<file path="src/rtl/bfp16_pkg.sv">
// Shared bfp16 field layout, constants and helpers.
// Imported by the accumulator and its adder datapath.
package bfp16_pkg;

    localparam int SIGN_W   = 1;
    localparam int EXP_W    = 8;
    localparam int FRAC_W   = 7;
    localparam int EXP_BIAS = 127;

    localparam logic [EXP_W-1:0] EXP_MAX    = 8'hFF;
    localparam logic [15:0]      BFP16_ZERO = 16'h0000;
    localparam logic [15:0]      BFP16_QNAN = 16'h7FC0;

    typedef struct packed {
        logic [SIGN_W-1:0] sign;
        logic [EXP_W-1:0]  exp;
        logic [FRAC_W-1:0] frac;
    } bfp16_t;

    // Leading-zero count of an 8-bit significand (v != 0 assumed).
    function automatic logic [2:0] lzc8(input logic [7:0] v);
        lzc8 = 3'd0;
        for (int i = 0; i < 8; i++) begin
            if (v[i]) lzc8 = 3'(7 - i);
        end
    endfunction

endpackage

</file>
<file path="src/rtl/bfp16_add_comb.sv">
// Combinational bfp16 adder: truncating alignment, flush-to-zero,
// saturation to infinity and infinity/NaN propagation.
module bfp16_add_comb
    import bfp16_pkg::*;
(
    input  logic [15:0] a,
    input  logic [15:0] b,
    output logic [15:0] s
);

    bfp16_t     ua, ub;
    logic [7:0] ma, mb;
    logic       swap;
    logic       sl, ss;
    logic [7:0] el, es, ml, ms;
    logic [7:0] diff, ms_sh;
    logic [8:0] sum9;
    logic [7:0] dif8;
    logic [2:0] lz;
    logic [7:0] mant;
    logic [8:0] re;
    logic       zero;

    assign ua = bfp16_t'(a);
    assign ub = bfp16_t'(b);

    // Align, add/subtract magnitudes, normalize and classify the result.
    always_comb begin
        ma    = (ua.exp == 8'd0) ? 8'd0 : {1'b1, ua.frac};
        mb    = (ub.exp == 8'd0) ? 8'd0 : {1'b1, ub.frac};
        swap  = {ub.exp, mb} > {ua.exp, ma};
        sl    = swap ? ub.sign[0] : ua.sign[0];
        ss    = swap ? ua.sign[0] : ub.sign[0];
        el    = swap ? ub.exp : ua.exp;
        es    = swap ? ua.exp : ub.exp;
        ml    = swap ? mb : ma;
        ms    = swap ? ma : mb;
        diff  = el - es;
        ms_sh = (diff >= 8'd8) ? 8'd0 : (ms >> diff[2:0]);
        sum9  = {1'b0, ml} + {1'b0, ms_sh};
        dif8  = ml - ms_sh;
        lz    = lzc8(dif8);
        mant  = 8'd0;
        re    = 9'd0;
        zero  = 1'b0;
        if (sl == ss) begin
            mant = sum9[8] ? sum9[8:1] : sum9[7:0];
            re   = {1'b0, el} + {8'd0, sum9[8]};
            zero = (sum9 == 9'd0);
        end else begin
            mant = dif8 << lz;
            re   = {1'b0, el} - {6'd0, lz};
            zero = (dif8 == 8'd0) || (el <= {5'd0, lz});
        end

        if (ua.exp == EXP_MAX && ub.exp == EXP_MAX) begin
            s = (ua.sign != ub.sign) ? BFP16_QNAN
                                     : {ua.sign, EXP_MAX, 7'd0};
        end else if (ua.exp == EXP_MAX) begin
            s = {ua.sign, EXP_MAX, 7'd0};
        end else if (ub.exp == EXP_MAX) begin
            s = {ub.sign, EXP_MAX, 7'd0};
        end else if (zero) begin
            s = BFP16_ZERO;
        end else if (re > 9'd254) begin
            s = {sl, EXP_MAX, 7'd0};
        end else begin
            s = {sl, re[7:0], mant[6:0]};
        end
    end

endmodule

</file>
<file path="src/rtl/bfp16_accumulator.sv">
// Streams bfp16 partial sums into a running total and hands the
// final dot-product sum downstream with its beat count.
module bfp16_accumulator
    import bfp16_pkg::*;
#(
    parameter int CNT_W = 8
) (
    input  logic             clk,
    input  logic             rst,
    input  logic             in_valid,
    output logic             in_ready,
    input  logic [15:0]      in_data,
    input  logic             in_last,
    output logic             out_valid,
    input  logic             out_ready,
    output logic [15:0]      out_data,
    output logic [CNT_W-1:0] out_count
);

    localparam logic [0:0] ST_ACCUM = 1'b0;
    localparam logic [0:0] ST_HOLD  = 1'b1;

    logic [0:0]       state;
    logic [15:0]      acc;
    logic [15:0]      sum;
    logic [CNT_W-1:0] cnt;
    logic [CNT_W-1:0] cnt_inc;
    logic             accept;

    bfp16_add_comb u_add (
        .a (acc),
        .b (in_data),
        .s (sum)
    );

    assign in_ready  = !rst && (state == ST_ACCUM);
    assign out_valid = !rst && (state == ST_HOLD);
    assign accept    = in_valid && in_ready;
    assign cnt_inc   = (cnt == {CNT_W{1'b1}}) ? cnt : cnt + 1'b1;
    assign out_data  = acc;
    assign out_count = cnt;

    // Accumulate accepted beats, park the result until it is taken.
    always_ff @(posedge clk) begin
        if (rst) begin
            state <= ST_ACCUM;
            acc   <= BFP16_ZERO;
            cnt   <= '0;
        end else begin
            unique case (state)
                ST_ACCUM: begin
                    if (accept) begin
                        acc <= sum;
                        cnt <= cnt_inc;
                        if (in_last) state <= ST_HOLD;
                    end
                end
                ST_HOLD: begin
                    if (out_ready) begin
                        state <= ST_ACCUM;
                        acc   <= BFP16_ZERO;
                        cnt   <= '0;
                    end
                end
                default: state <= ST_ACCUM;
            endcase
        end
    end

endmodule

</file>
<file path="config.mk">
export PLATFORM = sky130hd
export DESIGN_NAME = bfp16_accumulator
export DESIGN_NICKNAME = d
export VERILOG_FILES = /design/src/rtl/bfp16_pkg.sv /design/src/rtl/bfp16_add_comb.sv /design/src/rtl/bfp16_accumulator.sv
export SDC_FILE = /design/constraint.sdc
export NUM_CORES = 1
export LEC_CHECK = 0
export CAP_MARGIN = 20
export CORE_MARGIN = 5
export CORE_UTILIZATION = 61
export CTS_CLUSTER_SIZE = 20
export DETAILED_ROUTE_END_ITERATION = 10
export MAX_ROUTING_LAYER = met4
export PLACE_DENSITY = 0.95
export REMOVE_ABC_BUFFERS = 1
export SKIP_LAST_GASP = 1
export SLEW_MARGIN = 5
export SYNTH_ARGS = -nofsm -noshare
export SYNTH_HDL_FRONTEND = slang
export SYNTH_SLANG_ARGS = --single-unit
</file>
<file path="constraint.sdc">
create_clock -name clk -period 20.7 [get_ports clk]
set_input_delay 4.14 -clock clk [delete_from_list [all_inputs] [get_ports clk]]
set_output_delay 4.14 -clock clk [all_outputs]
set_load 0.02 [all_outputs]
</file>
==> results.toml, run 1 <==
[route]
dr.pass1.iters = 5
routed_wl_mm = 13.04
vias = 4802
wl_per_cell_um = 17.73
first_iter_violations = 367
vias_per_cell = 6.533
drc_errors = 0
postRouteAntennaNets = 0

[power_and_ir_drop]
powerDensity_nw_per_um2 = 93.23
pwr-share-comb_pct = 77.7
p_clk_share_pct = 6.8
total_leakage_power_nw = 1.920
sw_frac_of_total_pct = 54.12
p_switching_mw = 0.2417
seqPwrFrac_pct = 15.5
vdd_drop_max_mv = 0.06284
internal_power_mw = 0.2049

[setup_path]
cp-start-kind = "input pin"
worstPathArrival_ps = 14560
critPathSlowestCell = "or4_1"
cp_max_fo = 11
worst_ep_required_time_ps = 20840
max_stage_delay_ps = 660
end_kind = "register"
crit_type = "in2reg"
path_common_cell = "ha_1"

[run]
cap_violations = 0

[global_routing]
antenna_found_initial = 0
grtUsageMet1_pct = 38.79
grt-ovfl-total = 0
grt_usage_pct = 29.81
grt_util_met3_pct = 3.862
grt_pass1_wl_mm = 21.03
use_met2_pct = 48.42
grt_max_degree = 51
grt_pass1_vias = 4398
busiest_layer = "met2"

[synthesis]
ys_ff_latch = 25
synth_warnings = 0
synth_area_um2 = 4267
synth_area_per_cell_um2 = 6.926
ys_seq_area_share_pct = 11.73
synth_edf_count = 0
async_flop_share_pct = 0
synth_ff_type = "dfxtp_1"
syn_inst = 616
synth_cell_types = 67

[cts]
postCtsSetupBuffers = 0
cts_resized = 0
max-clock-path-buffers = 2
numCtsBuffers = 3
clock_latency_ps = 280
cts_tree = "built"
holdBufCountCts = 0
cts_root_buf = "clkbuf_8"
clk_pin_slew_ps = 90
cts.sinks = 25
htree_levels = 1

[layout]
syn_to_final_growth_pct = 12.29
multi_input_area_um2 = 3475
finalNetCount = 703
regArea_um2 = 500.5
layout-drive-gt1-share_pct = 4.695
fillers = 582
final_common_cell = "nor2_1"
layout_common_cells = "nor2_1, nand2_1, a21oi_1"
num_antenna_cells = 0

[floorplanning]
start_util_pct = 62.80
coreArea_um2 = 6794
dieArea_um2 = 8767
pin_count = 47
die_width_um = 93.63
die_y_um = 93.63
rows = 30

[sta]
fin_skew_ps = 7.290
fin_tns_setup_ps = 0
final_max_slew_viol_count = 0
fin_crit_ps = 14430
worst_slack_ps = 6275
relSlewSlack_pct = 36.68
fmax_mhz = 69.32
hold_violations = 0
worst-slew-pin-transition_ps = 941.1
setup_violations = 0
finalCritPeriodShare_pct = 69.69
rsz0062_at_grt = "false"

[place]
pre_cts_ws_ps = 6337
io_buffers = 46
place_congestion = 0.9588
dp_hpwl_mm = 10.29

[min_path]
hold_class = "reg2reg"

[status]
outcome = "complete, no violations"
worst max-delay path, delay by kind of cell:
family	cells	cell delay (ps)
AND/OR/NAND/NOR	15	4580
AO/OA/AOI/OAI	14	3270
adder cells (fa/ha/maj)	5	1430
buffers and inverters	2	700
multiplexers	1	280
XOR/XNOR	1	110
area by class of cell:
type | instances | share of cell area [%]
sequential | 25 | 10.45
timing repair buffer | 52 | 10.50
multi-input combinational | 519 | 72.53
clock inverter | 1 | 0.1045
clock buffer | 3 | 0.8618
tap | 96 | 2.507
inverter | 39 | 3.056
cell usage after synthesis (all sizes together) (5+ instances only):
cell type  count  area, um2
a21oi         48      240.2
nor2          63      236.5
nand2         61      229.0
o211ai         5      37.54
a31oi          8      50.05
o21bai         5      37.54
o21ai         39      195.2
nor4           5      37.53
nor2b          9      56.30
or2            6      37.54
nand3         20      100.1
xor2          14      122.6
xnor2         13      113.9
mux2i         29      294.0
clkbuf        26      98.84
a211oi        12      90.09
dfxtp         25      500.5
ha            39      488.0
nand2b        10      62.56
nand4         13      87.58
a21o           5      37.54
or4            7      52.55
inv           37      138.9
and3           9      56.30
o22ai          7      43.79
or3           12      75.07
and2           7      43.79
nor3          11      55.05
buf            7      46.29
mux2           7      78.83
metal layers:
layer,wire (um),part of all wire [%],vias to the layer above
met5,0,0,-
met4,312,2.4,0
met3,1077,8.3,35
met2,6043,46,218
met1,5601,43,2245
li1,-,-,2304
metrics by stage:
step	hold slack [ps]	cells	instance area, um2	power [mW]	util [%]
4_1_cts	520.0	734	4786	0.4350	70.44
3_3_place_gp	494.1	730	4740	0.3962	69.76
2_1_floorplan	546.5	583	4121	0.3109	-
3_5_place_dp	507.0	730	4740	0.4039	69.76
6_report	519.5	735	4791	0.4466	70.52
5_1_grt	538.3	735	4791	0.4782	70.52
final timing paths:
kind / startpoint / to / slack, ps / depth (start not counted)
hold reg to reg: out_count[1] / out_count[1] / 520 / 2
hold / removal: out_count[1] / out_count[1] / 520 / 2
setup reg to reg: out_data[10] / out_data[5] / 10410 / 37
setup / recovery: in_data[10] / out_data[5] / 6270 / 38
power by group through the flow:
stage | Clock (mW) | Sequential (mW) | Combinational [mW]
floorplan | 0 | 0.0726 | 0.238
global placement | 0 | 0.0697 | 0.326
detailed placement | 0 | 0.0695 | 0.334
CTS | 0.0302 | 0.0684 | 0.336
global route | 0.0322 | 0.0696 | 0.376
finish | 0.0305 | 0.0691 | 0.347
cells by family after synthesis:
group	count (synthesis)	synth area share, %
adders and majority gates	42	12.84
buffers and inverters	72	6.833
xor gates and xnor gates	27	5.543
muxes	36	8.739
AOI/OAI and AO/OA	174	26.42
and+or+nand+nor	240	27.89
DFF	25	11.73
registers in the layout, summed over array words and instances, names as in the netlist:
register   count
out_count      8
out_data      16
state          1
No activity file was read; power rests on OpenSTA's default activity.
==> run 2: changes to the inputs <==
Settings changed: CORE_UTILIZATION 61 to 53, PLACE_DENSITY 0.95 to 0.89.
Clock period 20.7 ns to 12.75 ns, I/O delays scaled along.
==> run 2 against run 1 <==
Cell area increased by 1.3%. Via count is 0.50% lower. Worst setup slack worse by 5700 ps. Cell count is 1.5% higher. Non-clock buffer count increased by 5. Global-route usage is 3.3 points lower. Sequential power is 64% higher. Clock power rose by 49%. Combinational power increased by 65%. Clock skew shrank 2.8 ps. Die area rose by 13%. Total power increased by 64%. Largest cell class unchanged. Largest power group unchanged.
==> results.toml, run 2 (synthesis results as in run 1) <==
[sta]
fmax_mhz = 82.43
relSlewSlack_pct = 43.24
worst-slew-pin-transition_ps = 851.5
setup_violations = 0
fin_crit_ps = 12130
hold_violations = 0
finalCritPeriodShare_pct = 95.15
fin_skew_ps = 4.444
final_max_slew_viol_count = 0

[layout]
final_common_cell = "nor2_1"
layout-drive-gt1-share_pct = 5.901
num_antenna_cells = 0
syn_to_final_growth_pct = 13.75
fin_util_pct = 62.48
largest_reg_flops = 16
layout_common_cells = "nor2_1, nand2_1, a21oi_1"
finalNetCount = 708

[place]
place_congestion = 0.9829
io_buffers = 46
dp_hpwl_mm = 10.42

[global_routing]
antenna_found_initial = 0
grt-ovfl-total = 0
grt_pass1_vias = 4478
grt_pass1_wl_mm = 21.49
grt_max_degree = 27
grt_usage_pct = 26.55

[power_and_ir_drop]
powerDensity_nw_per_um2 = 151.0
pwr-share-comb_pct = 78.4
sw_frac_of_total_pct = 53.81
p_switching_mw = 0.3945
power.total_mw = 0.7330
p_clk_share_pct = 6.2
total_leakage_power_nw = 1.949
vdd_drop_max_mv = 0.09891
internal_power_mw = 0.3385
seqPwrFrac_pct = 15.4

[setup_path]
timing.rr.end = "out_data[6]"
critPathSlowestCell = "or4_1"
critPathBufInv = 4
crit_type = "in2reg"
path_common_cell = "ha_1"
crit_family = "compound AO/OA/AOI/OAI gates"
end_kind = "register"
cp-start-kind = "input pin"
cp_max_fo = 11
worstPathArrival_ps = 12310
r2r_cells = 39
max_stage_delay_ps = 700
r2r_setup_slack_ps = 3210
worst_ep_required_time_ps = 12930
worstReg2RegStart = "out_data[10]"
cp.depth = 40

[route]
dr.pass1.iters = 5
wl_per_cell_um = 17.74
first_iter_violations = 418
vias = 4778
vias_per_cell = 6.405
postRouteAntennaNets = 0
routed_wl_mm = 13.23
drc_errors = 0

[cts]
max-clock-path-buffers = 2
postCtsSetupBuffers = 0
holdBufCountCts = 0
cts.sinks = 25
clk_pin_slew_ps = 80
htree_levels = 1
cts_resized = 0
clock_latency_ps = 260
cts_root_buf = "clkbuf_8"
cts_tree = "built"
numCtsBuffers = 3

[run]
cap_violations = 0

[floorplanning]
die_width_um = 99.72
coreArea_um2 = 7767
start_util_pct = 54.93
dieArea_um2 = 9944
die_y_um = 99.72
rows = 32
pin_count = 47

[min_path]
hold_path_startpoint = "out_count[1]"
hold_class = "reg2reg"
min_path_cells = 2
holdPathEnd = "out_count[1]"

[status]
outcome = "complete, no violations"
==> run 2: cell types whose count changed in the layout (fill, tap and decap cells not counted), sizes merged <==
cell    delta
clkinv     -1
buf        +6
==> run 2: layout make-up <==
cell class              count  area, um2
inverters                  39      146.4
well taps                 102      127.6
clock buffers               4      45.04
repair buffers             57      543.0
fillers                   711       2914
multi-input cells         519       3491
flip-flops and latches     25      500.5
==> run 2: worst max-delay path by stage <==
stage	endpoint	startpoint
2_1_floorplan	out_data[0]	in_data[10]
3_5_place_dp	out_data[1]	in_data[10]
3_3_place_gp	out_data[1]	in_data[10]
5_1_grt	out_data[1]	in_data[10]
4_1_cts	out_data[1]	in_data[10]
6_report	out_data[6]	in_data[10]
==> run 2: worst reg2reg max path, delay by kind of cell, from the launching register on <==
kind                       cells  cell delay, ps
AOI/OAI and AO/OA             16            3650
and+or+nand+nor               13            3330
adders and majority gates      6            1600
DFF                            1             420
buffers and inverters          3             340
xor gates and xnor gates       1             130
==> run 2: through the flow <==
stage / instance area [um2] / TNS (ps) / hold slack [ps] / instances / setup WS (ps)
detailed placement: 4792 / 0 / 501.6 / 742 / 286.1
finish: 4853 / 0 / 516.3 / 746 / 617.9
global route: 4853 / -2.911 / 544.3 / 746 / -2.911
CTS: 4837 / 0 / 513.2 / 746 / 505.9
global placement: 4792 / 0 / 491.2 / 742 / 686.1
floorplan: 4121 / 0 / 546.5 / 583 / 1208
==> run 2: metal layers <==
layer / track usage, % / part of all wire [%] / wire length (um)
met5: - / 0 / 0
met4: 8.508 / 3.1 / 410
met3: 3.086 / 7.3 / 970
met2: 43.66 / 47 / 6251
met1: 33.87 / 42 / 5602
==> run 2: power by group through the flow <==
stage / registers (mW) / clock network, mW / logic (mW)
after global placement: 0.114 / 0 / 0.535
after global routing: 0.114 / 0.0508 / 0.626
after detailed placement: 0.114 / 0 / 0.555
after CTS: 0.112 / 0.0468 / 0.558
final: 0.113 / 0.0455 / 0.574
after floorplan: 0.118 / 0 / 0.387
